<file path="src/rtl/uart_transmitter.sv">
// rtl/uart_transmitter.sv - UART serial transmitter fed from a show-ahead TX FIFO
module uart_transmitter (
  input  logic       clk_i,
  input  logic       rst_i,
  input  logic       ov_baud_rt_i,
  input  logic [7:0] data_tx_i,
  input  logic       tx_fifo_empty_i,
  input  logic [1:0] data_width_i,
  input  logic [1:0] parity_mode_i,
  input  logic [1:0] stop_bits_i,
  output logic       tx_o,
  output logic       tx_fifo_read_o,
  output logic       tx_done_o,
  output logic       tx_idle_o
);

  typedef enum logic [2:0] {
    IDLE   = 3'd0,
    START  = 3'd1,
    DATA   = 3'd2,
    PARITY = 3'd3,
    STOP   = 3'd4
  } state_t;

  state_t     state, state_nxt;
  logic [3:0] tick_cnt;
  logic [2:0] bit_idx;
  logic       stop_idx;
  logic [7:0] frame_data;
  logic [1:0] frame_width;
  logic [1:0] frame_pmode;
  logic [1:0] frame_stop;

  logic       bit_end;
  logic       pop;
  logic [2:0] last_idx;
  logic       parity_en;
  logic       last_stop;
  logic [7:0] data_mask;
  logic       parity_bit;
  logic       tx_bit;

  assign bit_end   = ov_baud_rt_i && (tick_cnt == 4'hF);
  assign pop       = (state == IDLE) && !tx_fifo_empty_i;
  assign last_idx  = 3'd4 + {1'b0, frame_width};
  assign parity_en = !frame_pmode[1];
  assign last_stop = (frame_stop == 2'b00) || stop_idx;

  // Parity covers only the bits actually shifted out for this width.
  always_comb begin
    data_mask = 8'hFF;
    case (frame_width)
      2'b00:   data_mask = 8'h1F;
      2'b01:   data_mask = 8'h3F;
      2'b10:   data_mask = 8'h7F;
      default: data_mask = 8'hFF;
    endcase
  end

  assign parity_bit = (^(frame_data & data_mask)) ^ frame_pmode[0];

  always_ff @(posedge clk_i) begin
    if (rst_i) state <= IDLE;
    else       state <= state_nxt;
  end

  always_comb begin
    state_nxt = state;
    case (state)
      IDLE:    if (!tx_fifo_empty_i) state_nxt = START;
      START:   if (bit_end) state_nxt = DATA;
      DATA:    if (bit_end && (bit_idx == last_idx)) state_nxt = parity_en ? PARITY : STOP;
      PARITY:  if (bit_end) state_nxt = STOP;
      STOP:    if (bit_end && last_stop) state_nxt = IDLE;
      default: state_nxt = IDLE;
    endcase
  end

  always_comb begin
    tx_bit = 1'b1;
    case (state)
      START:   tx_bit = 1'b0;
      DATA:    tx_bit = frame_data[bit_idx];
      PARITY:  tx_bit = parity_bit;
      default: tx_bit = 1'b1;
    endcase
  end

  assign tx_fifo_read_o = !rst_i && pop;
  assign tx_done_o      = !rst_i && (state == STOP) && bit_end && last_stop;
  assign tx_idle_o      = (state == IDLE);

  always_ff @(posedge clk_i) begin
    if (rst_i) begin
      tick_cnt    <= 4'd0;
      bit_idx     <= 3'd0;
      stop_idx    <= 1'b0;
      frame_data  <= 8'd0;
      frame_width <= 2'd0;
      frame_pmode <= 2'd0;
      frame_stop  <= 2'd0;
      tx_o        <= 1'b1;
    end else begin
      // Line output trails the state by one cycle.
      tx_o <= tx_bit;

      if (state == IDLE)     tick_cnt <= 4'd0;
      else if (ov_baud_rt_i) tick_cnt <= tick_cnt + 4'd1;

      if (state != DATA)     bit_idx <= 3'd0;
      else if (bit_end)      bit_idx <= bit_idx + 3'd1;

      if (state != STOP)     stop_idx <= 1'b0;
      else if (bit_end)      stop_idx <= 1'b1;

      if (pop) begin
        frame_data  <= data_tx_i;
        frame_width <= data_width_i;
        frame_pmode <= parity_mode_i;
        frame_stop  <= stop_bits_i;
      end
    end
  end

endmodule
</file>
<file path="config.mk">
export PLATFORM = sky130hd
export DESIGN_NAME = uart_transmitter
export DESIGN_NICKNAME = d
export VERILOG_FILES = /design/src/rtl/uart_transmitter.sv
export SDC_FILE = /design/constraint.sdc
export NUM_CORES = 1
export LEC_CHECK = 0
export BUFFER_PORTS_ARGS = -buffer_cell sky130_fd_sc_hd__buf_2
export CAP_MARGIN = 10
export CORE_MARGIN = 2
export CORE_UTILIZATION = 42
export CTS_BUF_LIST = sky130_fd_sc_hd__clkbuf_8
export DETAILED_ROUTE_END_ITERATION = 7
export GPL_TIMING_DRIVEN = 1
export SYNTH_ARGS = -nofsm -noshare
export SYNTH_HDL_FRONTEND = slang
export SYNTH_SLANG_ARGS = --single-unit
export TNS_END_PERCENT = 10
</file>
<file path="constraint.sdc">
create_clock -name clk_i -period 1.6 [get_ports clk_i]
set_input_delay 0.24 -clock clk_i [delete_from_list [all_inputs] [get_ports clk_i]]
set_output_delay 0.24 -clock clk_i [all_outputs]
set_load 0.01 [all_outputs]
</file>
# Word-level counts from Yosys, hierarchy flattened
# Cells that the tools add are included.
# word_totals
regBits	26
latch_bits	0
mem_bits_rw	0
romBits	0
inputBits	18
memories	0
# op_classes
addsub	3
multipliers	0
div	0
order_cmp	1
n_eq_ne	15
shift	0
muxes	11
n_bitwise	2
n_reduce_logical	19
# ops
cell	count
one-hot mux 8 bit (3 select lines)	1
2-to-1 mux 3 bit	6
one-hot mux 3 bit (5 select lines)	1
!= test 2 bit, second input constant	5
AND 8 bit	1
logical AND 1 bit	8
XOR reduction 8 bit	1
equality test 3 x 2 -> 1 bit, second input constant	2
OR reduction 2 bit	3
AND reduction 5 bit	1
adder 4 x 1 -> 4 bit, second input constant	1
equality test 4 bit, second input constant	1
logical NOT 2 bit	2
< comparator 3 x 4 -> 1 bit, second input constant	1
adder 3 x 1 -> 3 bit, second input constant	1
adder 3 x 2 -> 3 bit, first input constant	1
binary-select mux 1 bit (select 3 bit)	1
equality test 3 x 1 -> 1 bit, second input constant	1
equality test 3 bit	1
equality test 3 bit, second input constant	1
logical NOT 3 bit	1
!= test 3 x 2 -> 1 bit, second input constant	1
!= test 3 bit, second input constant	1
one-hot mux 1 bit (3 select lines)	1
other kinds (6)	7

# Logic depth before layout (Yosys ltp)
# Gate-level depths: netlist (run 1).
# depth
word_depth	6
mapped_depth	7
ltp_nobuf	6

# Worst setup path after synthesis (run 1)
# Ideal clock, no wire load.
# synth_path
path_kind	register -> output
start	register state[2]
end	output tx_fifo_read_o
arrival_time_ps	1325
slack_ps	35
path_stages_with_launch	7
path_buffers	3
cell_sequence	dfxtp_1 -> buf_2 -> nor3_2 -> nand2b_1 -> buf_2 -> buf_2 -> nor2_1
# synth_via
elab_chain_len	3
# synth_rtl
element	line_no	rtl
start: declaration	25	state_t state, state_nxt;
start signal: assignment	64	else state <= state_nxt;
logical NOT 3 bit	--	
net tx_idle_o	14	output logic tx_idle_o
logical AND 1 bit	44	assign pop = (state == IDLE) && !tx_fifo_empty_i;
logical AND 1 bit	89	assign tx_fifo_read_o = !rst_i && pop;
end: declaration	12	output logic tx_fifo_read_o,
# The timed path passes the listed nets, and every way through them passes these cells.

# Worst setup path after layout (run 1)
# layout_path
start	register tick_cnt[0]
end	output tx_done_o
# layout_via
elab_chain_len	4
# layout_rtl
element	line_no	rtl
start: declaration	26	logic [3:0] tick_cnt;
start signal: assignment	108	else if (ov_baud_rt_i) tick_cnt <= tick_cnt + 4'd1;
equality test 4 bit	43	assign bit_end = ov_baud_rt_i && (tick_cnt == 4'hF);
logical AND 1 bit	43	
logical AND 1 bit (2 in series)	90	assign tx_done_o = !rst_i && (state == STOP) && bit_end && last_stop;
end: declaration	13	output logic tx_done_o,
# No other way between the ends.

==> results of run 1 <==
## worst max-delay path, stage by stage, from the launching register on
cell	delay, ns
dfxtp_2	0.36
ha_4	0.15
and4_4	0.23
o21ai_2	0.06
nor3_2	0.10
buf_2	0.15
## routing by layer
| layer | track usage | vias to the layer above | wire length (um) |
|---|---|---|---|
| li1 | - | 548 | - |
| met1 | 0.215 | 495 | 1180 |
| met2 | 0.295 | 19 | 1290 |
| met3 | 0.0349 | 5 | 91 |
| met4 | 0.0584 | 0 | 36 |
| met5 | 0 | - | 0 |
## sequential cells by signal, summed over array words and instances (netlist names)
signal	flops
stop_idx	1
tx_o	1
frame_pmode	2
frame_width	2
frame_data	8
state	3
tick_cnt	4
frame_stop	2
bit_idx	3
## stage by stage
step | util | setup TNS, ns | setup WS, ns | hold slack (ns)
final | 0.509 | 0 | 0.0355 | 0.203
after global routing | 0.509 | -0.0599 | -0.0553 | 0.192
after CTS | 0.505 | -0.00492 | -0.00492 | 0.199
after detailed placement | 0.478 | 0 | 0.109 | 0.456
after global placement | 0.478 | 0 | 0.160 | 0.444
after floorplan | - | 0 | 0.0353 | 0.354
## worst paths after layout
path                  from  slack [ns]            end
min reg2reg  frame_stop[1]        0.46  frame_stop[1]
min           data_tx_i[6]        0.20  frame_data[6]
max reg2reg  frame_data[0]        0.10           tx_o
max            tick_cnt[0]        0.04      tx_done_o
## repair_timing
item | in CTS | in global routing
endpoints found under the setup margin | 2 | 2
setup buffers | 2 | 0
gates cloned | 0 | 0
pin swaps | 1 | 1
gates resized for setup | 7 | 4
## power groups by stage
stage                     registers [mW]  clock network [mW]  logic [mW]
final                              0.701               0.360       0.180
after global routing               0.706               0.409       0.198
after CTS                          0.703               0.378       0.181
after detailed placement           0.717                   0       0.176
after global placement             0.716                   0       0.170
after floorplan                    0.706                   0       0.132
## area by class of cell
cell class | instances | area [sq um]
timing repair buffer | 28 | 158
tap | 33 | 41.3
multi-input combinational | 113 | 744
inverter | 1 | 3.75
fill | 298 | 1460
sequential | 26 | 528
clock buffer | 3 | 41.3
## cell families after synthesis
group,after synthesis,share of synthesized area
fa+ha+maj,2,0.0195
buf+inv,9,0.0370
xor+xnor,13,0.111
simple gates,65,0.245
compound gates,30,0.136
flops,26,0.405
mux,3,0.0458
## cells in the final DEF (no fill, tap or decap), types with 2 or more instances in the layout
cell      netlist  final
a21oi_1        17     17
buf_2           5     21
buf_4           0      7
clkbuf_8        0      3
dfxtp_1        26     22
dfxtp_2         0      3
nand2_1        34     34
nand2b_1        3      3
nand4_1         2      2
nor2_1         13     12
nor2b_1         2      2
nor3_1          3      2
o21ai_0         2      2
o21ai_1         3      3
xnor2_1         6      6
xor2_1          4      4
==> flow_summary.ini, run 1 <==
[synth]
avgSynthCellArea_sq_um = 8.67
synth_flop_cell = dfxtp_1
async_flop_share = 0
yosysWarnings = 0
seq_area_frac_synth = 0.405
synthCells = 148
syn_nets = 168
synth_edf_count = 0
netlist.area_leader.share = 0.405
yosysTopAreaCell = dfxtp_1
synth_common_cells = nand2_1 (34), dfxtp_1 (26), a21oi_1 (17)
netlist_area_sq_um = 1280
post-synth-top-count-cell = nand2_1
yosys-top-cells-area = dfxtp_1 (41%), nand2_1 (9.9%), a21oi_1 (6.6%)
synth_cell_type_count = 40
ys_ff_latch = 26

[critical_path]
arrival_ns = 1.32
worstSetupEndpointType = primary output
cp.required_ns = 1.36
crit_type = reg2out
startpoint_type = flip-flop
crit_fanout = 3
r2r_cells = 5

[outcome]
status = finished, final reports clean

[cells_and_area]
nets = 193
syn2layout_area_growth_pct = 18.1
final_cells = 204
post_route_cells_drive_above_1_share = 0.275
fin_area_sq_um = 1520
antenna_cells = 0

[route]
wl_per_cell_um = 12.7
drt_iter0_drc = 37
ant_nets = 0
dr.pass1.iters = 4
via_per_inst = 5.23
drc = 0
num_vias = 1067
drt_wl_total_um = 2590

[global_routing]
grt_first_pass_wirelength_um = 4530
antenna_found_initial = 0
grt_max_degree = 23
overflow = 0
grt_use_total = 0.173
first_global_vias = 1026

[place]
place_hpwl_um = 1920
place_area_sq_um = 1420
gp_congestion = 0.789
dp.cells = 199
port_buffers = 21

[power]
irDropWorstVdd_uv = 480
p_int_mw = 0.936
seq_power_share = 0.565
comb_power_share = 0.145
powerDensity_nw_per_um2 = 819
power.total_mw = 1.24
p_clk_frac = 0.290
leakagePower_nw = 0.588
switching_share = 0.246
switching_power_mw = 0.306

[floorplan]
die_h_um = 59.3
io_pins = 22
fp.dieArea_sq_um = 3510
start_util = 0.431
core_sq_um = 2980
row_count = 20
die_w_um = 59.3

[sta]
rsz0062_at_grt = true
skew_ns = 0.00152
finalSetupViolCount = 0
relSlewSlack = 0.732
max_freq_ghz = 0.639
drv_slew = 0
timing.final.crit_share = 0.978
hold_violations = 0
worst_pin_slew_ns = 0.402
period_needed_ns = 1.56

[worst_hold_path]
min_path_type = in2reg
min_path_cells = 3

[clock_network]
cts.path.max_buffers = 2
cts_tree = done
clock_sinks = 26
clkTransAtPathRegs_ns = 0.08
clk_latency_ns = 0.26
cts_max_level = 1
root_buffer = clkbuf_8
ctsHoldBuffers = 0
cts-buffers-inserted = 3

[run]
drv_cap = 0
Power figures use the tool's default switching activity.
==> run 2, diff against run 1 <==
--- a/config.mk
+++ b/config.mk
@@ -7,11 +7,14 @@
 export LEC_CHECK = 0
 export BUFFER_PORTS_ARGS = -buffer_cell sky130_fd_sc_hd__buf_2
 export CAP_MARGIN = 10
+export CELL_PAD_IN_SITES_DETAIL_PLACEMENT = 0
+export CELL_PAD_IN_SITES_GLOBAL_PLACEMENT = 2
 export CORE_MARGIN = 2
-export CORE_UTILIZATION = 42
+export CORE_UTILIZATION = 34
 export CTS_BUF_LIST = sky130_fd_sc_hd__clkbuf_8
 export DETAILED_ROUTE_END_ITERATION = 7
 export GPL_TIMING_DRIVEN = 1
+export PLACE_DENSITY_LB_ADDON = 0.1
 export SYNTH_ARGS = -nofsm -noshare
 export SYNTH_HDL_FRONTEND = slang
 export SYNTH_SLANG_ARGS = --single-unit
==> constraint.sdc (replaced) <==
create_clock -name clk_i -period 1.6 [get_ports clk_i]
set_input_delay 0.16 -clock clk_i [delete_from_list [all_inputs] [get_ports clk_i]]
set_output_delay 0.16 -clock clk_i [all_outputs]
set_load 0.01 [all_outputs]
==> run 2 against run 1 <==
Wire length is 12% higher; sequential power about the same; setup slack better by 0.046 ns; highest routed layer unchanged; combinational power grew 8%; first-iteration DRC count grew 30%; critical path type unchanged; core utilization down 8.1 points; fmax is 3.0% higher; global-route usage fell by 1.7 points; via count hardly changed; non-clock buffer count up 1; largest cell class unchanged.
==> flow_summary.ini, run 2 (synthesis results as in run 1) <==
[power]
p_clk_frac = 0.329
switching_share = 0.253
p_int_mw = 1.00
irDropWorstVdd_uv = 265
seq_power_share = 0.526
comb_power_share = 0.145
powerDensity_nw_per_um2 = 860
leakagePower_nw = 0.601
switching_power_mw = 0.339

[sta]
timing.final.crit_share = 0.949
period_needed_ns = 1.52
tns_ns = 0
finalSetupViolCount = 0
max_freq_ghz = 0.659
relSlewSlack = 0.716
worst_pin_slew_ns = 0.426
skew_ns = 0.00368
drv_slew = 0
rsz0062_at_grt = false
holdWs_ns = 0.105
hold_violations = 0

[worst_hold_path]
min_path_type = in2reg
hold-path-endpoint = frame_data[5]
min_path_cells = 3
min-delay-start = data_tx_i[5]

[global_routing]
first_global_vias = 1078
grt_max_degree = 23
overflow = 0
antenna_found_initial = 0
grt_first_pass_wirelength_um = 5020
grt_use_total = 0.156

[cells_and_area]
post_route_cells_drive_above_1_share = 0.277
mostFrequentLayoutCell = nand2_1
n_fill_cell = 404
final_cell_mix = nand2_1 (34), dfxtp_1 (22), buf_2 (21)
top_register = frame_data
nets = 194
largest_register_ffs = 8
syn2layout_area_growth_pct = 21.1
antenna_cells = 0
largest_registers = frame_data: 8 flops, tick_cnt: 4 flops

[place]
port_buffers = 21
place_hpwl_um = 2150
gp_congestion = 0.792

[floorplan]
core_sq_um = 3630
io_pins = 22
die_h_um = 65.4
row_count = 22
start_util = 0.353
die_w_um = 65.4
fp.dieArea_sq_um = 4280

[route]
drt_wl_total_um = 2910
num_vias = 1066
dr.pass1.iters = 2
drt_iter0_drc = 48
drc = 0
via_per_inst = 4.82
wl_per_cell_um = 13.1
ant_nets = 0

[clock_network]
root_buffer = clkbuf_8
cts-buffers-inserted = 3
cts_tree = done
postCtsSetupBuffers = 0
clock_sinks = 26
cts_max_level = 1
clk_latency_ns = 0.28
clkTransAtPathRegs_ns = 0.09
cts.path.max_buffers = 2

[critical_path]
r2r-start = frame_data[0]
rrSetupSlack_ns = 0.15
crit_fanout = 3
cp.required_ns = 1.44
startpoint_type = flip-flop
arrival_ns = 1.36
timing.rr.end = tx_o
worstSetupEndpointType = primary output
crit_type = reg2out
r2r_cells = 5

[outcome]
status = finished, final reports clean

[run]
drv_cap = 0
run 2: cell types whose count changed in the layout (fill, tap and decap cells not counted), sizes merged:
cell    before  now
buf         28   29
clkbuf       3    4
run 2: worst max-delay path, stage by stage, from the launching register on:
cell and delay (ns):
dfxtp_2 0.38, ha_4 0.15, and4_4 0.23, o21ai_2 0.06, nor3_1 0.11, buf_2 0.15
run 2: final cells by class:
| type | instances | area [sq um] | area share |
|---|---|---|---|
| sequential | 26 | 526 | 0.338 |
| tap | 48 | 60.1 | 0.0386 |
| multi-input combinational | 113 | 733 | 0.471 |
| clock buffer | 4 | 55.1 | 0.0354 |
| timing repair buffer | 29 | 178 | 0.114 |
| inverter | 1 | 3.75 | 0.00241 |
run 2: routing by layer:
layer,up-vias,GRT usage,part of all wire
met2,25,0.260,0.46
met3,5,0.0325,0.040
met1,487,0.195,0.48
met4,0,0.0625,0.018
li1,549,-,-
met5,-,0,0
run 2: worst max path at each step:
stage / cells after the start / end / slack (ns) / start
finish: 5 / tx_done_o / 0.08 / tick_cnt[0]
global route: 5 / tx_done_o / 0.02 / tick_cnt[0]
CTS: 5 / tx_done_o / 0.02 / tick_cnt[0]
detailed placement: 6 / state[2] / 0.16 / tick_cnt[0]
global placement: 5 / tx_o / 0.20 / frame_data[1]
floorplan: 6 / tx_fifo_read_o / 0.12 / state[2]
run 2: stage by stage:
step	instances	setup WS (ns)	util	total power, mW	cell area [sq um]
after global placement	217	0.196	0.407	0.909	1480
final	221	0.0816	0.428	1.34	1560
after global routing	221	0.0151	0.428	1.41	1560
after detailed placement	217	0.155	0.407	0.913	1480
after floorplan	148	0.115	-	0.837	1280
after CTS	221	0.0160	0.423	1.34	1540
run 2: timing repair:
item                                    4_1_cts  5_1_grt
pin swaps                                     0        0
gates resized for setup                       3        5
hold buffers                                  0        0
endpoints found under the setup margin        1        2
run 2: power groups by stage:
| stage | combinational [mW] | clock, mW | sequential [mW] |
|---|---|---|---|
| global route | 0.219 | 0.483 | 0.708 |
| detailed placement | 0.195 | 0 | 0.717 |
| floorplan | 0.132 | 0 | 0.706 |
| finish | 0.194 | 0.440 | 0.704 |
| global placement | 0.191 | 0 | 0.717 |
| CTS | 0.196 | 0.445 | 0.702 |
==> run 3, diff against run 2 <==
--- a/config.mk
+++ b/config.mk
@@ -9,7 +9,7 @@
 export CAP_MARGIN = 10
 export CELL_PAD_IN_SITES_DETAIL_PLACEMENT = 0
 export CELL_PAD_IN_SITES_GLOBAL_PLACEMENT = 2
-export CORE_MARGIN = 2
+export CORE_MARGIN = 4
 export CORE_UTILIZATION = 34
 export CTS_BUF_LIST = sky130_fd_sc_hd__clkbuf_8
 export DETAILED_ROUTE_END_ITERATION = 7
==> run 3 against run 2 <==
Core utilization shrank 0.29 points; flip-flop and latch count is the same; wire length shrank 3.4%; non-clock buffer count grew 1; cell count grew 0.45%; hold slack gained 0.012 ns; largest cell class unchanged.
==> flow_summary.ini, run 3 (synthesis results as in run 1) <==
[outcome]
status = finished, final reports clean

[sta]
worst_pin_slew_ns = 0.423
rsz0062_at_grt = true
drv_slew = 0
timing.final.crit_share = 0.960
max_freq_ghz = 0.651
skew_ns = 0.00186
hold_violations = 0
relSlewSlack = 0.718
period_needed_ns = 1.54
tns_ns = 0
holdWs_ns = 0.117
finalSetupViolCount = 0

[power]
leakagePower_nw = 0.606
irDropWorstVdd_uv = 298
power.total_mw = 1.32
powerDensity_nw_per_um2 = 846

[cells_and_area]
n_fill_cell = 404
nets = 195
final_cell_mix = nand2_1 (34), dfxtp_1 (24), buf_2 (21)
seq_area_sq_um = 523
antenna_cells = 0
mostFrequentLayoutCell = nand2_1
multi_input_area_sq_um = 742
syn2layout_area_growth_pct = 21.2
largest_register_ffs = 8
largest_registers = frame_data: 8 flops, tick_cnt: 4 flops
fin_area_sq_um = 1560
top_register = frame_data
post_route_cells_drive_above_1_share = 0.282

[critical_path]
r2r-start = frame_data[1]
arrival_ns = 1.38
timing.rr.end = tx_o
rrSetupSlack_ns = 0.14
worstSetupEndpointType = primary output
startpoint_type = flip-flop
crit_fanout = 3
crit_type = reg2out
cp.required_ns = 1.44
r2r_cells = 5

[place]
place_area_sq_um = 1470
place_hpwl_um = 2190
gp_congestion = 0.739
port_buffers = 21

[worst_hold_path]
hold-path-endpoint = frame_data[7]
min_path_cells = 3
min-delay-start = data_tx_i[7]
min_path_type = in2reg

[floorplan]
start_util = 0.351
core_sq_um = 3660
die_h_um = 69.4
io_pins = 22
row_count = 22
die_w_um = 69.4
fp.dieArea_sq_um = 4820

[clock_network]
clock_sinks = 26
root_buffer = clkbuf_8
cts_max_level = 1
cts_tree = done
cts.path.max_buffers = 2
clkTransAtPathRegs_ns = 0.09
clk_latency_ns = 0.27
cts-buffers-inserted = 3

[route]
drt_wl_total_um = 2810
ant_nets = 0
num_vias = 1071
via_per_inst = 4.82
wl_per_cell_um = 12.6
drc = 0
dr.pass1.iters = 4
drt_iter0_drc = 42

[run]
drv_cap = 0

[global_routing]
first_global_vias = 1097
antenna_found_initial = 0
grt_use_total = 0.123
grt_first_pass_wirelength_um = 4920
overflow = 0
grt_max_degree = 23
==> run 3: metal layers <==
| layer | GRT usage | share of wire |
|---|---|---|
| met1 | 0.150 | 0.45 |
| met2 | 0.219 | 0.52 |
| met3 | 0.0275 | 0.037 |
| met4 | 0.0260 | 0 |
| met5 | 0 | 0 |
==> run 3: area by class of cell <==
class | instances | share of cell area
multi-input cells | 113 | 0.477
flip-flops and latches | 26 | 0.336
repair buffers | 30 | 0.111
well taps | 48 | 0.0386
clock buffers | 4 | 0.0354
inverters | 1 | 0.00241
==> run 3: through the flow <==
step	util	std cells	setup slack, ns
6_report	0.425	222	0.0634
5_1_grt	0.425	222	-0.0201
4_1_cts	0.418	221	0.0305
3_5_place_dp	0.400	217	0.159
3_3_place_gp	0.400	217	0.153
2_1_floorplan	-	148	0.115
==> run 3: power breakdown <==
group          leakage, nW  switching, mW  internal (mW)
combinational        0.364         0.0939          0.100
clock               0.0288          0.207          0.220
sequential           0.213         0.0218          0.674
total                0.606          0.323          0.994
==> run 3: worst max path at each step <==
stage           startpoint             end  depth (start not counted)
3_3_place_gp    bit_idx[0]            tx_o                          4
5_1_grt        tick_cnt[1]       tx_done_o                          5
3_5_place_dp    bit_idx[0]            tx_o                          4
6_report       tick_cnt[1]       tx_done_o                          5
2_1_floorplan     state[2]  tx_fifo_read_o                          6
4_1_cts           state[2]  tx_fifo_read_o                          4
==> run 3: timing repair <==
action                     CTS  global route
setup endpoints to repair    2             2
hold buffers                 0             0
setup buffers                0             1
pin swaps                    1             0
resized for setup            4             5
==> run 3: worst max-delay path, cell delays in order, from the launching register on <==
cell     delay (ns)
dfxtp_2        0.35
ha_2           0.19
and4_4         0.21
o21ai_2        0.06
nor3_2         0.13
buf_2          0.16
